===== config.mk =====
export PLATFORM = sky130hd
export DESIGN_NAME = jk_universal_reg
export DESIGN_NICKNAME = d
export VERILOG_FILES = /design/src/rtl/jk_universal_pkg.sv /design/src/rtl/jk_cell.sv /design/src/rtl/jk_universal_reg.sv
export SDC_FILE = /design/constraint.sdc
export NUM_CORES = 1
export LEC_CHECK = 0
export ABC_AREA = 1
export CAP_MARGIN = 20
export CORE_UTILIZATION = 43
export CTS_CLUSTER_SIZE = 28
export DETAILED_ROUTE_END_ITERATION = 7
export PLACE_DENSITY = 0.77
export SKIP_LAST_GASP = 1
export SLEW_MARGIN = 20
export SYNTH_ARGS = -nofsm -noshare
export SYNTH_HDL_FRONTEND = slang
export SYNTH_SLANG_ARGS = --single-unit

===== constraint.sdc =====
create_clock -name clk -period 1.65 [get_ports clk]
set_input_delay 0.495 -clock clk [delete_from_list [all_inputs] [get_ports clk]]
set_output_delay 0.495 -clock clk [all_outputs]
set_load 0.05 [all_outputs]

===== src/rtl/jk_universal_pkg.sv =====
// Shared types and constants for the JK-cell universal register.
// The helper folds MODULUS-1 down to the register width used by the counter.
package jk_universal_pkg;

  typedef enum logic [1:0] {
    MODE_JK   = 2'b00,
    MODE_UP   = 2'b01,
    MODE_DOWN = 2'b10,
    MODE_ROTL = 2'b11
  } jk_mode_t;

  // Terminal count (MODULUS-1) truncated to 'width' bits.
  function automatic logic [31:0] mod_max(input int unsigned width,
                                          input longint unsigned modulus);
    longint unsigned mask;
    mask = (64'd1 << width) - 64'd1;
    return 32'((modulus - 64'd1) & mask);
  endfunction

endpackage


===== src/rtl/jk_cell.sv =====
// One register bit: synchronous clear/preset, parallel load, otherwise JK behaviour.
// Priority inside the cell is rst > clr > pre > ld > JK.
module jk_cell
  import jk_universal_pkg::*;
(
  input  logic clk,
  input  logic rst,
  input  logic clr,
  input  logic pre,
  input  logic pre_val,
  input  logic ld,
  input  logic d,
  input  logic j,
  input  logic k,
  output logic q
);

  logic q_q;

  // Bit state update.
  always_ff @(posedge clk) begin
    if (rst) begin
      q_q <= 1'b0;
    end else if (clr) begin
      q_q <= 1'b0;
    end else if (pre) begin
      q_q <= pre_val;
    end else if (ld) begin
      q_q <= d;
    end else begin
      case ({j, k})
        2'b00:   q_q <= q_q;
        2'b10:   q_q <= 1'b1;
        2'b01:   q_q <= 1'b0;
        2'b11:   q_q <= ~q_q;
        default: q_q <= q_q;
      endcase
    end
  end

  assign q = q_q;

endmodule


===== src/rtl/jk_universal_reg.sv =====
// WIDTH-bit register of JK cells with JK, mod-N up/down count and rotate-left modes.
// The top computes load data for count/rotate/hold and owns the wrap flag.
module jk_universal_reg
  import jk_universal_pkg::*;
#(
  parameter int unsigned       WIDTH      = 4,
  parameter longint unsigned   MODULUS    = 64'd1 << WIDTH,
  parameter logic [WIDTH-1:0]  PRESET_VAL = {WIDTH{1'b1}}
) (
  input  logic             clk,
  input  logic             rst,
  input  logic             en,
  input  logic             clr,
  input  logic             pre,
  input  logic [1:0]       mode,
  input  logic [WIDTH-1:0] j,
  input  logic [WIDTH-1:0] k,
  output logic [WIDTH-1:0] q,
  output logic [WIDTH-1:0] qbar,
  output logic             wrap
);

  localparam logic [31:0]      MAX32_C = mod_max(WIDTH, MODULUS);
  localparam logic [WIDTH-1:0] MAX_C   = MAX32_C[WIDTH-1:0];

  logic [WIDTH-1:0] q_s;
  logic [WIDTH-1:0] rot_s;
  logic [WIDTH-1:0] ld_data_d;
  logic             ld_s;
  logic             wrap_d;
  logic             wrap_q;
  jk_mode_t         mode_s;

  assign mode_s = jk_mode_t'(mode);

  genvar gi;
  generate
    for (gi = 0; gi < WIDTH; gi++) begin : g_cell
      // Modulo index makes WIDTH=1 rotate onto itself, i.e. hold.
      assign rot_s[gi] = q_s[(gi + WIDTH - 1) % WIDTH];

      jk_cell u_cell (
        .clk     (clk),
        .rst     (rst),
        .clr     (clr),
        .pre     (pre),
        .pre_val (PRESET_VAL[gi]),
        .ld      (ld_s),
        .d       (ld_data_d[gi]),
        .j       (j[gi]),
        .k       (k[gi]),
        .q       (q_s[gi])
      );
    end
  endgenerate

  // Next-state selection for the non-JK paths; en=0 reloads the current value.
  always_comb begin
    ld_s      = 1'b1;
    ld_data_d = q_s;
    wrap_d    = 1'b0;
    if (!en) begin
      ld_s      = 1'b1;
      ld_data_d = q_s;
    end else begin
      case (mode_s)
        MODE_JK: begin
          ld_s = 1'b0;
        end
        MODE_UP: begin
          if (q_s >= MAX_C) begin
            ld_data_d = {WIDTH{1'b0}};
            wrap_d    = 1'b1;
          end else begin
            ld_data_d = q_s + WIDTH'(1'b1);
          end
        end
        MODE_DOWN: begin
          if (q_s == {WIDTH{1'b0}}) begin
            ld_data_d = MAX_C;
            wrap_d    = 1'b1;
          end else if (q_s > MAX_C) begin
            ld_data_d = MAX_C;
          end else begin
            ld_data_d = q_s - WIDTH'(1'b1);
          end
        end
        MODE_ROTL: begin
          ld_data_d = rot_s;
        end
        default: begin
          ld_data_d = q_s;
        end
      endcase
    end
  end

  // Wrap flag, cleared by any reset/clear/preset edge.
  always_ff @(posedge clk) begin
    if (rst) begin
      wrap_q <= 1'b0;
    end else if (clr || pre) begin
      wrap_q <= 1'b0;
    end else begin
      wrap_q <= wrap_d;
    end
  end

  assign q    = q_s;
  assign qbar = ~q_s;
  assign wrap = wrap_q;

endmodule


======== Yosys cells after proc, flatten, opt, wreduce, memory -nomap -nowiden ========
Cells that the tools add are included.
cells by class
  add/subtract/negate cells ............... 2
  $mul .................................... 0
  div/mod/pow operators ................... 0
  order comparisons ....................... 2
  equal/unequal tests ..................... 21
  shift operators ......................... 0
  mux-type cells .......................... 22
  bitwise operators ....................... 6
  reduce and logical (&&, ||, !) cells .... 13
operator list
  kind                                                  number
  equality test 2 bit, second input constant            10
  two-way mux 4 bit                                     4
  two-way mux 1 bit                                     12
  != test 3 bit, second input constant                  4
  one-hot mux 1 bit (3 select lines)                    4
  one-hot mux 4 bit (3 select lines)                    1
  AND reduction 3 bit                                   4
  equality test 2 x 1 -> 1 bit, second input constant   5
  zero test 2 bit                                       5
  != test 5 bit, second input constant                  1
  NOT 1 bit                                             5
  adder 4 x 1 -> 4 bit, second input constant           1
  >= comparator 4 bit, second input constant            1
  greater-than comparator 4 bit, second input constant  1
  zero test 4 bit                                       1
  NOT 4 bit                                             1
  subtractor 4 x 1 -> 4 bit, second input constant      1
  != test 3 x 2 -> 1 bit, second input constant         1
  OR reduction 3 bit                                    1
  one-hot mux 1 bit (2 select lines)                    1
  OR reduction 2 bit                                    1
  logical OR 1 bit                                      1
word-level totals
  flip-flop bits (word level) ............. 5
  latch bits .............................. 0
  bits in writable memories ............... 0
  ROM bits ................................ 0
  bits of input ports ..................... 15
  output and inout bits ................... 9
  logic and storage cells ................. 71
  memories ................................ 0

======== Logic depth before layout (Yosys ltp) ========
Gate-level depths: netlist of the first run.
  depth in word-level cells ............... 7
  gate-level depth with buffers ........... 11
  mapped depth without buffers ............ 11

======== Modules after synthesis ========
Synthesis of the first run repeated with hierarchy kept, for this count alone.
second synthesis, totals
  cell total of the unflattened synthesis .. 116
  area total of the unflattened synthesis .. 653.1 µm²
by module, submodules not included
  module            times used  cells each  area an instance (µm²)  sequential area each (µm²)
  jk_universal_reg  1           68          387.9                   20.0
  jk_cell           4           12          66.3                    20.0

======== Least setup slack after synthesis of the first run ========
No wires, ideal clock.
  kind .................................... register to register
  start ................................... register g_cell[0].u_cell.q_q
  end ..................................... register g_cell[2].u_cell.q_q
  library setup time ...................... 0.109 ns
  arrival ................................. 1.478 ns
  required time ........................... 1.541 ns
  setup slack ............................. 0.063 ns
  cell stages (with the launch flop) ...... 10
  buffers on the path ..................... 0
  clock period less this slack ............ 1.587 ns
  cells stage by stage .................... dfxtp_1 > inv_1 > ha_1 > or2_0 > nand3_1 > o211ai_1 > nand2_1 > nand2_1 > nand2_1 > inv_1
on the way
  word-level cells in the longest chain between the ends .. 7
  elaborated cells on any way between the ends .. 12
  classes of those cells .................. 2 x add/sub; 2 x order compare; 7 x mux; 1 x reduce/logical
RTL lines
  element                                                                     line                                            source
  start, declared                                                             jk_cell.sv:18                                   logic q_q;
  start signal, assigned                                                      jk_cell.sv:27                                   q_q <= pre_val;
  start signal, assigned                                                      jk_cell.sv:32                                   2'b00: q_q <= q_q;
  start signal, assigned                                                      jk_cell.sv:35                                   2'b11: q_q <= ~q_q;
  subtractor 4 x 1 -> 4 bit or greater-than comparator 4 bit (tied branches)  jk_universal_reg.sv:85, jk_universal_reg.sv:82
  two-way mux 4 bit                                                           jk_universal_reg.sv:82                          end else if (q_s > MAX_C) begin
  two-way mux 4 bit                                                           jk_universal_reg.sv:79                          if (q_s == {WIDTH{1'b0}}) begin
  one-hot mux 4 bit (3 select lines) (*)                                      jk_universal_reg.sv:66                          case (mode_s)
  two-way mux 4 bit (*)                                                       jk_universal_reg.sv:62                          if (!en) begin
  two-way mux 1 bit (*)                                                       jk_cell.sv:28                                   end else if (ld) begin
  two-way mux 1 bit (*)                                                       jk_cell.sv:26                                   end else if (pre) begin
  end signal, assigned                                                        jk_cell.sv:27
  end signal, assigned                                                        jk_cell.sv:32
  end signal, assigned                                                        jk_cell.sv:35
  end, declared                                                               jk_cell.sv:18
Every way passes the cells marked *; elsewhere a longest branch is shown, timed or not. The select of a mux whose other input is x is not followed.
A chain may end at the register's enable or synchronous reset.

======== Worst setup path in the final report of the first run ========
  start ................................... input port mode[1]
  end ..................................... register g_cell[3].u_cell.q_q
on the way
  word-level cells in the longest chain between the ends .. 5
  elaborated cells on any way between the ends .. 14
  classes of those cells .................. 6 x eq/ne; 6 x mux; 2 x reduce/logical
RTL lines
  element                                                                  line                    source
  start, declared                                                          jk_universal_reg.sv:15  input logic [1:0] mode,
  equality test 2 bit, or another cell as far along                        jk_universal_reg.sv:66
  one-hot mux 4 bit (3 select lines) or two-way mux 1 bit (tied branches)  jk_universal_reg.sv:66
  two-way mux 4 bit or two-way mux 1 bit (tied branches)                   jk_universal_reg.sv:62
  two-way mux 1 bit, or another cell as far along                          jk_cell.sv:28
  two-way mux 1 bit or AND reduction 3 bit (tied branches)                 n/a
  end signal, assigned                                                     jk_cell.sv:27
  end signal, assigned                                                     jk_cell.sv:32
  end signal, assigned                                                     jk_cell.sv:35
  end, declared                                                            jk_cell.sv:18
Several ways; a longest one is shown, not always the timed one. The select of a mux whose other input is x is not followed.

==> results of run 1 <==
==> per-stage QoR <==
| step | cell area [um2] | std cells |
|---|---|---|
| after floorplan | 661 | 114 |
| after global placement | 1040 | 160 |
| after detailed placement | 1040 | 160 |
| after CTS | 1080 | 166 |
| after global routing | 1080 | 166 |
| final | 1080 | 166 |
==> cell families (layout without fill, tap and decap cells) <==
logic type               after synthesis  count (layout)
buffers and inverters                 21              58
AND/OR/NAND/NOR                       67              67
AO/OA/AOI/OAI                         15              15
adder cells (fa/ha/maj)                6               6
flip-flops                             5               5
==> sequential cells by signal, summed over array words and instances (netlist names) <==
name,count
g_cell.u_cell.q,4
wrap,1
==> how the worst min path moves through the flow <==
stage / end / slack (ns)
after CTS: g_cell[1].u_cell.q$_SDFFE_PP0P_ / 0.69
after global placement: g_cell[1].u_cell.q$_SDFFE_PP0P_ / 0.67
after floorplan: wrap$_SDFF_PP0_ / 0.64
final: g_cell[1].u_cell.q$_SDFFE_PP0P_ / 0.70
after global routing: g_cell[2].u_cell.q$_SDFFE_PP0P_ / 0.75
after detailed placement: g_cell[1].u_cell.q$_SDFFE_PP0P_ / 0.68
==> synthesized netlist by cell type <==
library cell / count
a21oi_1: 4
a21oi_2: 2
a22oi_1: 1
buf_4: 4
buf_6: 1
dfxtp_1: 5
ha_1: 6
inv_1: 16
nand2_1: 41
nand2_2: 2
nand3_1: 8
nand4_1: 2
nor2_1: 10
nor2_2: 1
nor2_4: 1
nor3_1: 1
o211ai_1: 1
o21ai_0: 4
o21ai_2: 3
or2_0: 1
==> tightest hold or removal path, stage by stage (launching register included) <==
cell,delay (ns)
dfxtp_1,0.31
inv_1,0.17
nand2_1,0.08
nand2_1,0.05
nor2_1,0.04
==> power by group <==
part | total, W | leakage (nW) | switching [W] | internal, W
registers | 0.000134 | 0.0410 | 0.00000664 | 0.000128
clock network | 0.000145 | 0.0150 | 0.0000534 | 0.0000916
logic | 0.000305 | 0.501 | 0.000164 | 0.000140
total | 0.000584 | 0.557 | 0.000224 | 0.000360
==> area by class of cell <==
cell class | count | area, um2 | area share [%]
clock buffers | 4 | 26.3 | 2.42
inverters | 16 | 60.1 | 5.54
multi-input cells | 88 | 464 | 42.8
flip-flops and latches | 5 | 100 | 9.24
well taps | 15 | 18.8 | 1.73
repair buffers | 38 | 414 | 38.2
==> routing by layer <==
metal | vias to the layer above | wire length (um) | part of all wire, %
li1 | 431 | - | -
met1 | 385 | 790 | 38
met2 | 40 | 1160 | 56
met3 | 6 | 91 | 4.4
met4 | 0 | 31 | 1.5
met5 | - | 0 | 0
==> repair_timing <==
item	CTS	global route
gates resized for setup	2	3
hold buffers	0	0
pin swaps	2	0
endpoints found under the setup margin	5	5
buffers inserted	2	0
==> metrics, run 1 <==
via count=862; global-route wire length before repair=3190 um; RSZ-0062 raised after global routing=false; die height=between 40 and 50 um; Final setup viols=0; post-synthesis mux area share=0%; GR Util All Layers=around 28%; Vias/cell=5.19; Final WS setup=0.113 ns; share of layout cells above drive strength 1=24.5%; row cnt=13; busiest grt layer=met2; gpl congestion=0.889; Final Hold Vio Count=0; Hold Path Depth=4; Synth area leaders=nand2_1 23%, dfxtp_1 15%, ha_1 11%; clock buffer depth=2; met2 Resource Use GR=55.9%; GR Util met3=under 10%; vias in the first global route=about 770; CTS tree=done; largest family of logic cells by synthesized area=simple AND/OR/NAND/NOR gates; clk_lat worst skew=0.24 ns; total congestion overflow=0; maximum fanout along the worst path=5; pre-CTS setup slack=-0.434 ns; Yosys cell types=20; Peak VDD IR=0.000394 V; critical path class=in2reg; Top delay family on crit path=simple AND/OR/NAND/NOR gates; crit path capture=g_cell[3].u_cell.q$_SDFFE_PP0P_; Hold Path Origin=g_cell[1].u_cell.q$_SDFFE_PP0P_; Max Cap Viol=0; Starting Density=48.4%; Gate Count Post-Synth=around 110; Layout area overhead=64.0%; Yosys top cell area share=23.3%; R2R depth=9; CP cell instances=dlygate4sd2_1 -> inv_1 -> ha_1 -> nand2_2 -> nor2_4 -> nand2_1 -> o21ai_2 -> nand2_1 -> nand2_1 -> a21oi_2; Fin Hold WS=0.699 ns; Fmax=651 MHz; Power Total=0.000584 W; initial antenna violation count=0; Crit. End Element=flip-flop; Root Driver=clkbuf_4; DRT iter0 DRCs=29; port bufs=23; average instance area after synthesis=approximately 5.8 um2; die area=approximately 1700 um2; required time of the critical path=1.79 ns; Routed Antenna Nets=0; CTS H-tree lvls=1; Slowest cell on crit path=dlygate4sd2_1; Synth Area in XOR/XNOR=0%; Adder-Cell Fraction of Synth Area=11.4%; min Tclk post-route=1.54 ns; P_leak=0.557 nW; Synth Area in Compound Gates=between 10% and 20%; Crit Reg-Reg Endpoint=g_cell[2].u_cell.q$_SDFFE_PP0P_; setup TNS=0 ns; worst-margin pin slew=0.253 ns; total CTS buffers=3; Post-Route WL=2070 um; Bufs and invs on worst path=2; hpwl dp=1650 um; dominant cell type by area after synthesis=nand2_1; FF-to-FF Start=g_cell[0].u_cell.q$_SDFFE_PP0P_; wire per inst=12.5 um; CP most frequent cell=nand2_1; PwrDens=539 nW/um2; Worst Path Arrival=1.67 ns; I/O pin cnt=24; clock skew=0.00132 ns; R2R setup slack=between 0.2 and 0.25 ns; # clock sinks=5; Yosys reg bits=5; Crit path depth=10; Simple-Gate Fraction of Synth Area=between 40 and 50%; Fillers=110; commonest cells after routing, fill and taps aside=41 x nand2_1, 16 x inv_1, 16 x buf_4; fin util=79.3%; # diodes=0; most common cell after layout, fill and taps aside=nand2_1; Tcrit/Tclk final=a little over 90%; syn_nets=135; CP peak stage delay=roughly 0.26 ns; core area=1370 um2; Worst Hold Class=reg2reg; post-synthesis sequential area ratio=15.2%; Die X=41.2 um; Worst-path clk slew=0.05 ns; GR Util met1=31.6%; Syn. warnings=0; Rel. slew slack=between 80% and 90%; Synth Cell Area=661 um2; Startpoint Class=input pin; Remaining DRCs=0; 1st-pass router iterations=4; Final Slew Violations=0; outcome=complete, no violations; largest net degree at the start of global routing=10; nets=173; Setup crit start=mode[1]
(Power assumes the default switching activity.)
==> run 2: changes to the inputs <==
- ABC_AREA: 1 -> not set
==> run 2 against run 1 <==
Net effect:
- via count unchanged
- first-iteration DRC count decreased by 3.4%
- sequential share of layout area decreased by 0.71 points
- non-clock buffer count increased by 8
- the flow now finishes with violations (setup timing)
- largest cell class unchanged
- die area decreased by 1.1%
- critical path type unchanged
- cell count decreased by 15%
- synthesized cell count decreased by 24%
==> metrics, run 2 <==
outcome=complete, but fails checks; failing checks=setup timing; gpl congestion=~0.87; via count=862; Syn. warnings=0; I/O pin cnt=24; Peak VDD IR=0.000424 V; Routed Antenna Nets=0; min Tclk post-route=1.75 ns; Startpoint Class=input pin; Layout area overhead=86.4%; post-synthesis mux area share=0%; R2R setup slack=about 0.16 ns; critical path class=in2reg; Synth Cell Area=between 600 and 700 um2; CTS H-tree lvls=1; top cells by instance count after synthesis=10 x a21oi_1, 8 x nor2_1, 6 x buf_4, 6 x ha_1, 6 x inv_1; Yosys top cell area share=15.3%; initial antenna violation count=0; Vias/cell=6.11; nets=between 100 and 150; share of layout cells above drive strength 1=44.4%; Remaining DRCs=0; Root Driver=clkbuf_4; largest family of logic cells by synthesized area=compound AO/OA/AOI/OAI gates; Rel. slew slack=74.0%; Int Power=0.000380 W; # clock sinks=5; Yosys cell types=36; Post-Route WL=2330 um; fin util=90.2%; PwrDens=~500 nW/um2; Final Slew Violations=0; most common cell after layout, fill and taps aside=buf_4; post-synthesis sequential area ratio=15.3%; Synth Area in XOR/XNOR=0%; largest net degree at the start of global routing=12; Gate Count Post-Synth=87; clock buffer depth=2; average instance area after synthesis=7.51 um2; clock network power share=24.2%; die area=1680 um2; P_leak=between 0.5 and 0.6 nW; Max Cap Viol=0; RSZ-0062 raised after global routing=true; Crit. End Element=flip-flop; total CTS buffers=3; CTS tree=done; Synth Area in Compound Gates=a little under two fifths; row cnt=13; maximum fanout along the worst path=4; DRT iter0 DRCs=28; Final setup viols=3; combinational share of power=around 52%; wire per inst=16.5 um; commonest cells after routing, fill and taps aside=25 x buf_4, 9 x a21oi_1, 8 x nor2_1, 8 x clkdlybuf4s50_1, 7 x buf_12; total congestion overflow=0; Die X=roughly 41 um; # diodes=0; 1st-pass router iterations=4; most common cell in the netlist=a21oi_1; worst-margin pin slew=0.380 ns; area of the multi-input gates=roughly 540 um2; die height=41.0 um; Worst Hold Class=reg2reg; Final WS setup=-0.100 ns; dominant cell type by area after synthesis=dfxtp_1; Fillers=between 60 and 70; Worst-path clk slew=0.05 ns; Fmax=571 MHz; required time of the critical path=~1.8 ns; Synth area leaders=dfxtp_1 15%, ha_1 11%, a21oi_1 7.7%; syn_nets=108; port bufs=23; vias in the first global route=770; async set-reset flop share out of synthesis=0%; GR Util All Layers=31.7%; clk_lat worst skew=approximately 0.25 ns; Fin Hold WS=roughly 0.54 ns; Tcrit/Tclk final=106%; Sequential Area=roughly 100 um2; ys flop type=dfxtp_1; sequential share of power=23.6%; global-route wire length before repair=3440 um; Worst Path Arrival=1.88 ns; clock skew=0.00612 ns; Starting Density=roughly 48%; Final Hold Vio Count=0; Net Sw Frac=a little under two fifths; Simple-Gate Fraction of Synth Area=22.0%; Yosys reg bits=5; Psw=0.000231 W; hpwl dp=between 1500 and 2000 um; max reg flops=4; core area=1350 um2; Adder-Cell Fraction of Synth Area=11.5%; number of synthesized flops with an enable pin=0
## run 2: cell types whose count changed after synthesis, sizes merged, moves of 3 or more
cell and change:
nand2 -38, o21ai -3, inv -10, clkbuf +4, nand3 -7, nor2 -4
a21oi +4
## run 2: layout make-up
type	count	share of cell area (%)
multi-input cells	65	44.5
repair buffers	46	39.2
flip-flops and latches	5	8.53
inverters	6	4.11
clock buffers	4	2.16
well taps	15	1.54
## run 2: repair_timing
item | 4_1_cts | 5_1_grt
hold buffers | 0 | 0
endpoints found under the setup margin | 6 | 5
pin swaps | 4 | 4
setup buffers | 2 | 1
gates resized for setup | 21 | 8
## run 2: layer usage
metal | vias up | track usage, % | routed length [um]
met3 | 2 | 10.3 | 139
met2 | 42 | 52.7 | 1180
met5 | - | 0 | 0
met4 | 0 | 12.5 | 17
li1 | 404 | - | -
met1 | 414 | 36.9 | 994
## run 2: stage by stage
| step | instances | cell area [um2] | total power [W] | setup WS, ns | TNS (ns) |
|---|---|---|---|---|---|
| after global routing | 141 | 1220 | 0.000642 | -0.115 | -0.250 |
| after CTS | 140 | 1190 | 0.000597 | -0.103 | -0.103 |
| after floorplan | 87 | 719 | 0.000300 | -0.118 | -0.118 |
| after detailed placement | 134 | 1110 | 0.000436 | -0.807 | -3.82 |
| after global placement | 134 | 1110 | 0.000430 | -0.752 | -3.49 |
| final | 141 | 1220 | 0.000611 | -0.100 | -0.162 |
## run 2: path summary, 6_finish.rpt
check	end	depth (start not counted)	start
setup / recovery	g_cell[3].u_cell.q$_SDFFE_PP0P_	8	mode[1]
hold reg to reg	g_cell[1].u_cell.q$_SDFFE_PP0P_	2	g_cell[1].u_cell.q$_SDFFE_PP0P_
setup reg to reg	g_cell[3].u_cell.q$_SDFFE_PP0P_	4	g_cell[3].u_cell.q$_SDFFE_PP0P_
hold / removal	g_cell[1].u_cell.q$_SDFFE_PP0P_	2	g_cell[1].u_cell.q$_SDFFE_PP0P_
## run 2: worst max-delay path: stages
cell,delay (ns)
buf_8,0.07
buf_6,0.11
inv_12,0.03
ha_4,0.16
and3b_1,0.16
or4_4,0.48
and4b_1,0.30
a21oi_2,0.06
## run 2: power groups by stage
stage,sequential (W),clock [W],combinational (W)
floorplan,0.000136,0,0.000164
CTS,0.000142,0.000151,0.000304
global route,0.000145,0.000162,0.000335
global placement,0.000144,0,0.000286
finish,0.000144,0.000148,0.000319
detailed placement,0.000144,0,0.000292
## run 2: logic make-up after synthesis
logic type	after synthesis
and+or+nand+nor	26
DFF	5
adders and majority gates	6
buffers and inverters	17
AOI/OAI and AO/OA	33
